## config.mk

```make
export PLATFORM = sky130hd
export DESIGN_NAME = div_controller
export DESIGN_NICKNAME = d
export VERILOG_FILES = /design/src/rtl/div_controller.sv
export SDC_FILE = /design/constraint.sdc
export NUM_CORES = 1
export LEC_CHECK = 0
export BUFFER_PORTS_ARGS = -buffer_cell sky130_fd_sc_hd__clkbuf_2
export CAP_MARGIN = 20
export CORE_MARGIN = 5
export CORE_UTILIZATION = 55
export CTS_CLUSTER_DIAMETER = 200
export DETAILED_ROUTE_END_ITERATION = 6
export PLACE_DENSITY = 0.86
export SETUP_SLACK_MARGIN = 0.05
export SLEW_MARGIN = 20
export SYNTH_ARGS = -nofsm -noshare
export SYNTH_HDL_FRONTEND = slang
export SYNTH_SLANG_ARGS = --single-unit
```

## constraint.sdc

```tcl
create_clock -name clock -period 10 [get_ports clock]
set_clock_uncertainty 0.15 [all_clocks]
set_input_delay 0.5 -clock clock [delete_from_list [all_inputs] [get_ports clock]]
set_output_delay 0.5 -clock clock [all_outputs]
set_load 0.01 [all_outputs]
```

## src/rtl/div_controller.sv

```systemverilog
// div_controller
// Multi-cycle sequencer for 32-bit non-restoring division (DIV / DIVU).
// Runs one non-restoring step per clock on a WIDTH+1-bit accumulator, then a
// correction step that also applies the sign fix-up and loads the results.
//
// Handshake: a request is taken at a rising edge where start=1 and busy=0
// (states IDLE or DONE). Operands and signed_op are sampled only at that
// edge. busy is high while the operation runs (ITER, FIX). done pulses for
// exactly one cycle when quotient/remainder/div_by_zero are valid. A start
// seen while busy=1 is dropped.
//
// Ports:
//   clock        rising-edge clock
//   clear_n      asynchronous active-low reset
//   start        request strobe
//   signed_op    1 = signed DIV, 0 = unsigned DIVU
//   dividend     Q operand
//   divisor      M operand
//   busy         high in ITER and FIX
//   done         one-cycle pulse in DONE
//   div_by_zero  set by a divide-by-zero request, cleared by the next capture
//   quotient     result, held until the next result load
//   remainder    result, held until the next result load
//   o_dbg_state  current FSM state (0 IDLE, 1 ITER, 2 FIX, 3 DONE)
module div_controller #(
  parameter int WIDTH = 32
) (
  input  logic             clock,
  input  logic             clear_n,
  input  logic             start,
  input  logic             signed_op,
  input  logic [WIDTH-1:0] dividend,
  input  logic [WIDTH-1:0] divisor,
  output logic             busy,
  output logic             done,
  output logic             div_by_zero,
  output logic [WIDTH-1:0] quotient,
  output logic [WIDTH-1:0] remainder,
  output logic [1:0]       o_dbg_state
);

  localparam int CW = (WIDTH > 1) ? $clog2(WIDTH) : 1;

  typedef enum logic [1:0] {
    S_IDLE = 2'd0,
    S_ITER = 2'd1,
    S_FIX  = 2'd2,
    S_DONE = 2'd3
  } state_t;

  state_t           r_state;
  state_t           w_next_state;
  logic [WIDTH:0]   r_a;
  logic [WIDTH-1:0] r_q;
  logic [WIDTH-1:0] r_m;
  logic [CW-1:0]    r_cnt;
  logic             r_q_neg;
  logic             r_r_neg;
  logic             r_dbz;
  logic [WIDTH-1:0] r_quot;
  logic [WIDTH-1:0] r_rem;

  logic             w_accept;
  logic             w_div_zero;
  logic [WIDTH-1:0] w_q_mag;
  logic [WIDTH-1:0] w_m_mag;
  logic [WIDTH:0]   w_a_shift;
  logic [WIDTH:0]   w_a_step;
  logic [WIDTH:0]   w_a_fix;

  assign w_accept   = start && ((r_state == S_IDLE) || (r_state == S_DONE));
  assign w_div_zero = (divisor == '0);

  // Magnitudes wrap modulo 2^WIDTH, so the most negative value maps to 2^(WIDTH-1).
  assign w_q_mag = (signed_op && dividend[WIDTH-1]) ? -dividend : dividend;
  assign w_m_mag = (signed_op && divisor[WIDTH-1])  ? -divisor  : divisor;

  // One non-restoring step: shift {A,Q} left, then subtract or add M
  // depending on the sign of A before the shift.
  assign w_a_shift = {r_a[WIDTH-1:0], r_q[WIDTH-1]};
  assign w_a_step  = r_a[WIDTH] ? (w_a_shift + {1'b0, r_m})
                                : (w_a_shift - {1'b0, r_m});

  // Final correction brings a negative partial remainder back into range.
  assign w_a_fix = r_a[WIDTH] ? (r_a + {1'b0, r_m}) : r_a;

  // State register
  always_ff @(posedge clock or negedge clear_n) begin
    if (!clear_n) r_state <= S_IDLE;
    else          r_state <= w_next_state;
  end

  // Next-state logic
  always_comb begin
    w_next_state = r_state;
    case (r_state)
      S_IDLE, S_DONE: begin
        if (w_accept) w_next_state = w_div_zero ? S_DONE : S_ITER;
        else          w_next_state = S_IDLE;
      end
      S_ITER:  if (r_cnt == CW'(WIDTH - 1)) w_next_state = S_FIX;
      S_FIX:   w_next_state = S_DONE;
      default: w_next_state = S_IDLE;
    endcase
  end

  // Output decode (state-only, so no input-to-output path)
  always_comb begin
    busy        = (r_state == S_ITER) || (r_state == S_FIX);
    done        = (r_state == S_DONE);
    o_dbg_state = r_state;
  end

  assign div_by_zero = r_dbz;
  assign quotient    = r_quot;
  assign remainder   = r_rem;

  // Datapath
  always_ff @(posedge clock or negedge clear_n) begin
    if (!clear_n) begin
      r_a     <= '0;
      r_q     <= '0;
      r_m     <= '0;
      r_cnt   <= '0;
      r_q_neg <= 1'b0;
      r_r_neg <= 1'b0;
      r_dbz   <= 1'b0;
      r_quot  <= '0;
      r_rem   <= '0;
    end else begin
      case (r_state)
        S_IDLE, S_DONE: begin
          if (w_accept) begin
            if (w_div_zero) begin
              r_quot <= '1;
              r_rem  <= dividend;
              r_dbz  <= 1'b1;
            end else begin
              r_q     <= w_q_mag;
              r_m     <= w_m_mag;
              r_a     <= '0;
              r_cnt   <= '0;
              r_q_neg <= signed_op && (dividend[WIDTH-1] ^ divisor[WIDTH-1]);
              r_r_neg <= signed_op && dividend[WIDTH-1];
              r_dbz   <= 1'b0;
            end
          end
        end
        S_ITER: begin
          r_a   <= w_a_step;
          r_q   <= {r_q[WIDTH-2:0], ~w_a_step[WIDTH]};
          r_cnt <= r_cnt + CW'(1);
        end
        S_FIX: begin
          r_a    <= w_a_fix;
          r_quot <= r_q_neg ? -r_q : r_q;
          r_rem  <= r_r_neg ? -w_a_fix[WIDTH-1:0] : w_a_fix[WIDTH-1:0];
        end
        default: ;
      endcase
    end
  end

endmodule

```

Word-level counts from Yosys, hierarchy flattened
Index checks and enable logic that the tools add are counted.
{"block": "word_totals", "elab_cells": 71, "ff_bits": 171}
{"block": "classes", "n_reduce_logical": 16, "n_mux": 26, "n_addsub": 8, "eq_ne": 8, "n_bitwise": 3}
{"cell": "$mux W32", "n": 10}
{"cell": "$pmux W32 S2", "n": 3}
{"cell": "$mux W33", "n": 4}
{"cell": "$neg A32 Y32", "n": 4}
{"cell": "$pmux W33 S3", "n": 1}
{"cell": "$add A33 B32 Y33", "n": 2}
{"cell": "$sub A33 B32 Y33", "n": 1}
{"cell": "$logic_not A32 Y1", "n": 1}
{"cell": "$mux W5", "n": 2}
{"cell": "$pmux W5 S2", "n": 1}
{"cell": "$reduce_and A3 Y1", "n": 3}
{"cell": "$ne A2 B2 Y1 const B", "n": 4}
{"cell": "$mux W2", "n": 3}
{"cell": "$pmux W2 S3", "n": 1}
{"cell": "$add A5 B1 Y5 const B", "n": 1}
{"cell": "$eq A5 B5 Y1 const B", "n": 1}
{"cell": "$eq A2 B2 Y1 const B", "n": 2}
{"cell": "$logic_and A1 B1 Y1", "n": 4}
{"cell": "$reduce_and A2 Y1", "n": 2}
{"cell": "$reduce_bool A2 Y1", "n": 2}
{"cell": "$eq A2 B1 Y1 const B", "n": 1}
{"cell": "$logic_not A2 Y1", "n": 1}
{"cell": "$logic_or A1 B1 Y1", "n": 2}
{"cell": "$not A1 Y1", "n": 2}
{"cell": "3 further kinds", "n": 3}

Depth between registers and ports, before layout
{"block": "depth", "ltp_word": 5, "mapped_depth": 21, "mapped_depth_nobuf": 20}

Worst setup path after synthesis
No wires, ideal clock.
{"block": "synth_timing", "path_type": "flip-flop to flip-flop", "start": "reg r_a[32]", "end": "reg r_a[29]", "path_stages_with_launch": 20, "required_time_ps": 9730, "n_path_buf": 7, "slack_ps": 4711, "setup_time_ps": 120, "arrival_time_ps": 5019, "path_cell_list": "dfrtp_1 buf_2 buf_2 buf_2 clkbuf_1 buf_2 clkbuf_1 buf_1 nor2_1 xor2_1 ha_1 a21o_1 a2111oi_0 nor3_1 o21ba_2 or4_1 nand3_1 o21ai_1 a311o_1 a31o_2"}
{"block": "synth_via", "elab_chain_cells": 2}
{"item": "start: declaration", "line_no": "53", "text": "logic [WIDTH:0] r_a;"}
{"item": "start signal: assignment", "line_no": "150", "text": "r_a <= w_a_step;"}
{"item": "start signal: assignment", "line_no": "155", "text": "r_a <= w_a_fix;"}
{"item": "$mux W33 (on tied branches)", "line_no": "85, 81"}
{"item": "$pmux W33 S3 *", "line_no": "131", "text": "case (r_state)"}
Mark *: on every way between the ends. The rest lies on a longest branch, timed or not.
A chain may end at the register's enable or synchronous reset.

Final worst setup path
{"block": "layout_timing", "start": "reg r_m[3]", "end": "reg r_a[32]"}
{"block": "layout_via", "elab_chain_cells": 3}
{"item": "start: declaration", "line_no": "55", "text": "logic [WIDTH-1:0] r_m;"}
{"item": "start signal: assignment", "line_no": "140", "text": "r_m <= w_m_mag;"}
{"item": "$add A33 B32 Y33, or another cell as far along", "line_no": "85", "text": "assign w_a_fix = r_a[WIDTH] ? (r_a + {1'b0, r_m}) : r_a;"}
{"item": "$mux W33 (on tied branches)", "line_no": "85, 81"}
{"item": "$pmux W33 S3 *", "line_no": "131"}
Marked as above.

==> out/summary.txt <==
PD cells - 339.2 nW/um^2
DP Area - 15210 sq um
clock tree root buffer cell - clkbuf_16
status - finished, final reports clean
CTS Hold Buffers Added - 0
Crit. End Element - flip-flop
H-tree levels - 4
Antenna Cells - 0
final max-slew violation count - 0
Final GP Congestion - 0.9908
via count - 14570
register area share after synthesis - 29.85%
grt ovf - 0
CP endpoint - r_a[32]$_DFFE_PN0P_
final instance area - 15850 sq um
clock-pin slew on the worst setup and hold paths - 0.08 ns
setup TNS - 0 ns
Longest Clk Path Bufs - 2
CORE AREA - 25840 sq um
worst hold slack - 0.01643 ns
cells on worst reg2reg path - 20
num ports - 137
GRT Util Overall - 29.56%
CP max-delay cell - nor4_1
post-synth cell types - 94
cells along the critical path - nor3_1 > nand2_1 > nor4_1 > nand2_1 > nor2_1 > nand2_1 > nor2_1 > a21oi_1 > xor2_1 > ha_1 > a2111oi_0 > o21ai_0 > a31o_2 > a21o_1 > a21o_1 > a211oi_1 > o41ai_1 > a21oi_1 > xor2_1 > o2bb2ai_1
final std cells w/o fill - 2244
nets - 2041
Relative slew margins - 22.01%
Avg Cell Area, Syn - 7.873 sq um
drt drc - 0
Post-Synthesis Cells - 1821
vias in the first global route - 13240
initial core utilization - 55.49%
Worst Path Arrival - 5.52 ns
TritonCTS clock tree - built
CP required - 10.22 ns
die span in x - 171.5 um
clk sinks - 171
Final Setup Violations - 0
Crit Path Category - reg -> reg
synthesized area - 14340 sq um
worst-path fanout max - 7
Cell Rows - 59
Tcrit/Tclk final - 53.02%
Starting DRT DRC Count - 1692
HP Class - in -> async
worst r2r src - r_m[3]$_DFFE_PN0P_
Largest stage delay, worst path - 0.64 ns
Inst Count DP - 2212
Num CTS Buffers - 17
final hold vios - 0
Syn Nets - 1966
post-cts sizing count - 0
Main synth FF type - dfrtp_1
RSZ-0062 raised after global routing - no
synthesized flop and latch total - 171
Final min period - 5.302 ns
initial antenna violation count - 0
first-pass GRT wire length - 69590 um
Synth warnings - 0
drt total wl - 44540 um
reg2reg end - r_a[32]$_DFFE_PN0P_
Detail Placement HPWL - 34090 um
Max Fclk - 188.6 MHz
Worst Tran Pin Value - 1.165 ns
Post-CTS Setup Bufs - 0
asr flop ratio synth - 100.0%
post-route ant nets - 0
crit path launch - r_m[3]$_DFFE_PN0P_
Max-Cap Viols - 0
IR drop worst, VDD - 0.0001670 V
vias per cell - 6.492
flop-to-flop setup slack - 4.70 ns
Die Y-Extent - 171.5 um
startpoint types - flip-flop
largest net degree at the start of global routing - 108
clock latency at the later pin of the worst-skew pair - 0.46 ns
CP most frequent cell - nand2_1
Area Overhead vs Synth - 10.52%
ratio of cells with drive above 1 in the final layout - 11.79%
die area - 29400 sq um
PortBufs - 136
Leakage Power - 6.850 nW
Detailed Routing Iterations Pass 1 - 7
per-cell routed wire length - 19.85 um
number of synthesized flops with an enable pin - 0
cell type report:
class,count,area [sq um]
Sequential cell,171,4280
Clock buffer,17,425.4
Multi-Input combinational cell,1509,9547
Clock inverter,15,206.4
Inverter,48,180.2
Timing Repair Buffer,149,787.0
Tap cell,335,419.2
Fill cell,2259,9992
stage by stage:
| step | total power, mW | setup WS [ns] | util (%) |
|---|---|---|---|
| CTS | 5.302 | 4.736 | 61.32 |
| global placement | 4.472 | 4.773 | 58.85 |
| global route | 5.762 | 4.269 | 61.33 |
| detailed placement | 4.578 | 4.818 | 58.87 |
| floorplan | 3.649 | 4.711 | - |
| finish | 5.375 | 4.698 | 61.33 |
how the worst min path moves through the flow:
| stage | startpoint | end | slack, ns | cells past startpoint |
|---|---|---|---|---|
| 2_1_floorplan | clear_n | div_by_zero$_DFFE_PN0P_ | 0.05 | 0 |
| 3_3_place_gp | r_cnt[3]$_DFFE_PN0P_ | r_cnt[3]$_DFFE_PN0P_ | 0.31 | 1 |
| 3_5_place_dp | r_cnt[4]$_DFFE_PN0P_ | r_cnt[4]$_DFFE_PN0P_ | 0.32 | 2 |
| 4_1_cts | clear_n | remainder[6]$_DFFE_PN0P_ | 0.09 | 1 |
| 5_1_grt | clear_n | remainder[29]$_DFFE_PN0P_ | 0.11 | 1 |
| 6_report | clear_n | remainder[29]$_DFFE_PN0P_ | 0.02 | 1 |
worst max-delay path, delay by kind of cell, from the launching register on:
family                     cells  cell delay (ns)
DFF                            1             0.45
adders and majority gates      1             0.26
xor gates and xnor gates       2             0.43
and+or+nand+nor                7             1.82
AOI/OAI and AO/OA             10             2.10
cells by family after synthesis:
| family | share of synthesized area, % |
|---|---|
| AND/OR/NAND/NOR | 20.12 |
| AO/OA/AOI/OAI | 26.74 |
| XOR/XNOR | 11.00 |
| flip-flops | 29.85 |
| buffers and inverters | 3.822 |
| adder cells (fa/ha/maj) | 6.824 |
| multiplexers | 1.649 |
cell usage after synthesis, drive strengths merged, types with 6 or more instances:
master	n	area, sq um
a211oi	8	70.06
a21o	22	165.2
a21oi	172	864.6
a22oi	15	112.6
a31o	6	52.55
a31oi	54	359.1
and2	8	50.05
and3	18	117.6
buf	18	86.34
clkbuf	75	281.5
dfrtp	171	4279
ha	75	938.4
inv	46	172.7
mux2i	18	180.2
nand2	213	799.5
nand2b	14	87.58
nand3	32	160.2
nand4	11	68.82
nor2	189	709.4
nor2b	13	81.33
nor3	36	185.2
nor4	21	158.9
o211ai	14	110.1
o21a	15	115.1
o21ai	173	865.8
o21bai	13	97.59
o221ai	10	87.58
o22a	6	52.55
o22ai	7	43.79
o31ai	34	255.2
o41ai	10	87.58
or2	7	43.80
or3	20	126.4
or4	15	116.4
xnor2	84	735.7
xor2	96	840.8
routing by layer:
metal,track usage (%),wire [um],vias up
met5,0,0,-
met4,10.47,1479,0
met3,5.355,4988,95
met2,45.77,19620,833
met1,41.75,18460,6861
li1,-,-,6779
cells in the final DEF (no fill, tap or decap), types with 51 or more instances in the layout:
| master | n |
|---|---|
| a21oi_1 | 170 |
| a31oi_1 | 51 |
| clkbuf_2 | 135 |
| dfrtp_1 | 170 |
| ha_1 | 73 |
| nand2_1 | 212 |
| nor2_1 | 188 |
| o21ai_0 | 166 |
| xnor2_1 | 84 |
| xor2_1 | 96 |
state kept, by name, indices dropped and copies added (netlist names):
register / cells
quotient: 32
remainder: 32
r_q: 32
r_cnt: 5
r_a: 33
r_r_neg: 1
r_m: 32
div_by_zero: 1
r_q_neg: 1
o_dbg_state: 2
power breakdown:
part	internal, mW	switching, mW	leakage [nW]
Combinational	1.24	2.09	4.48
Clock	0.348	0.369	0.304
Sequential	0.966	0.366	2.06
Total	2.55	2.83	6.85
Note: power is estimated with default switching activity, not from simulation.
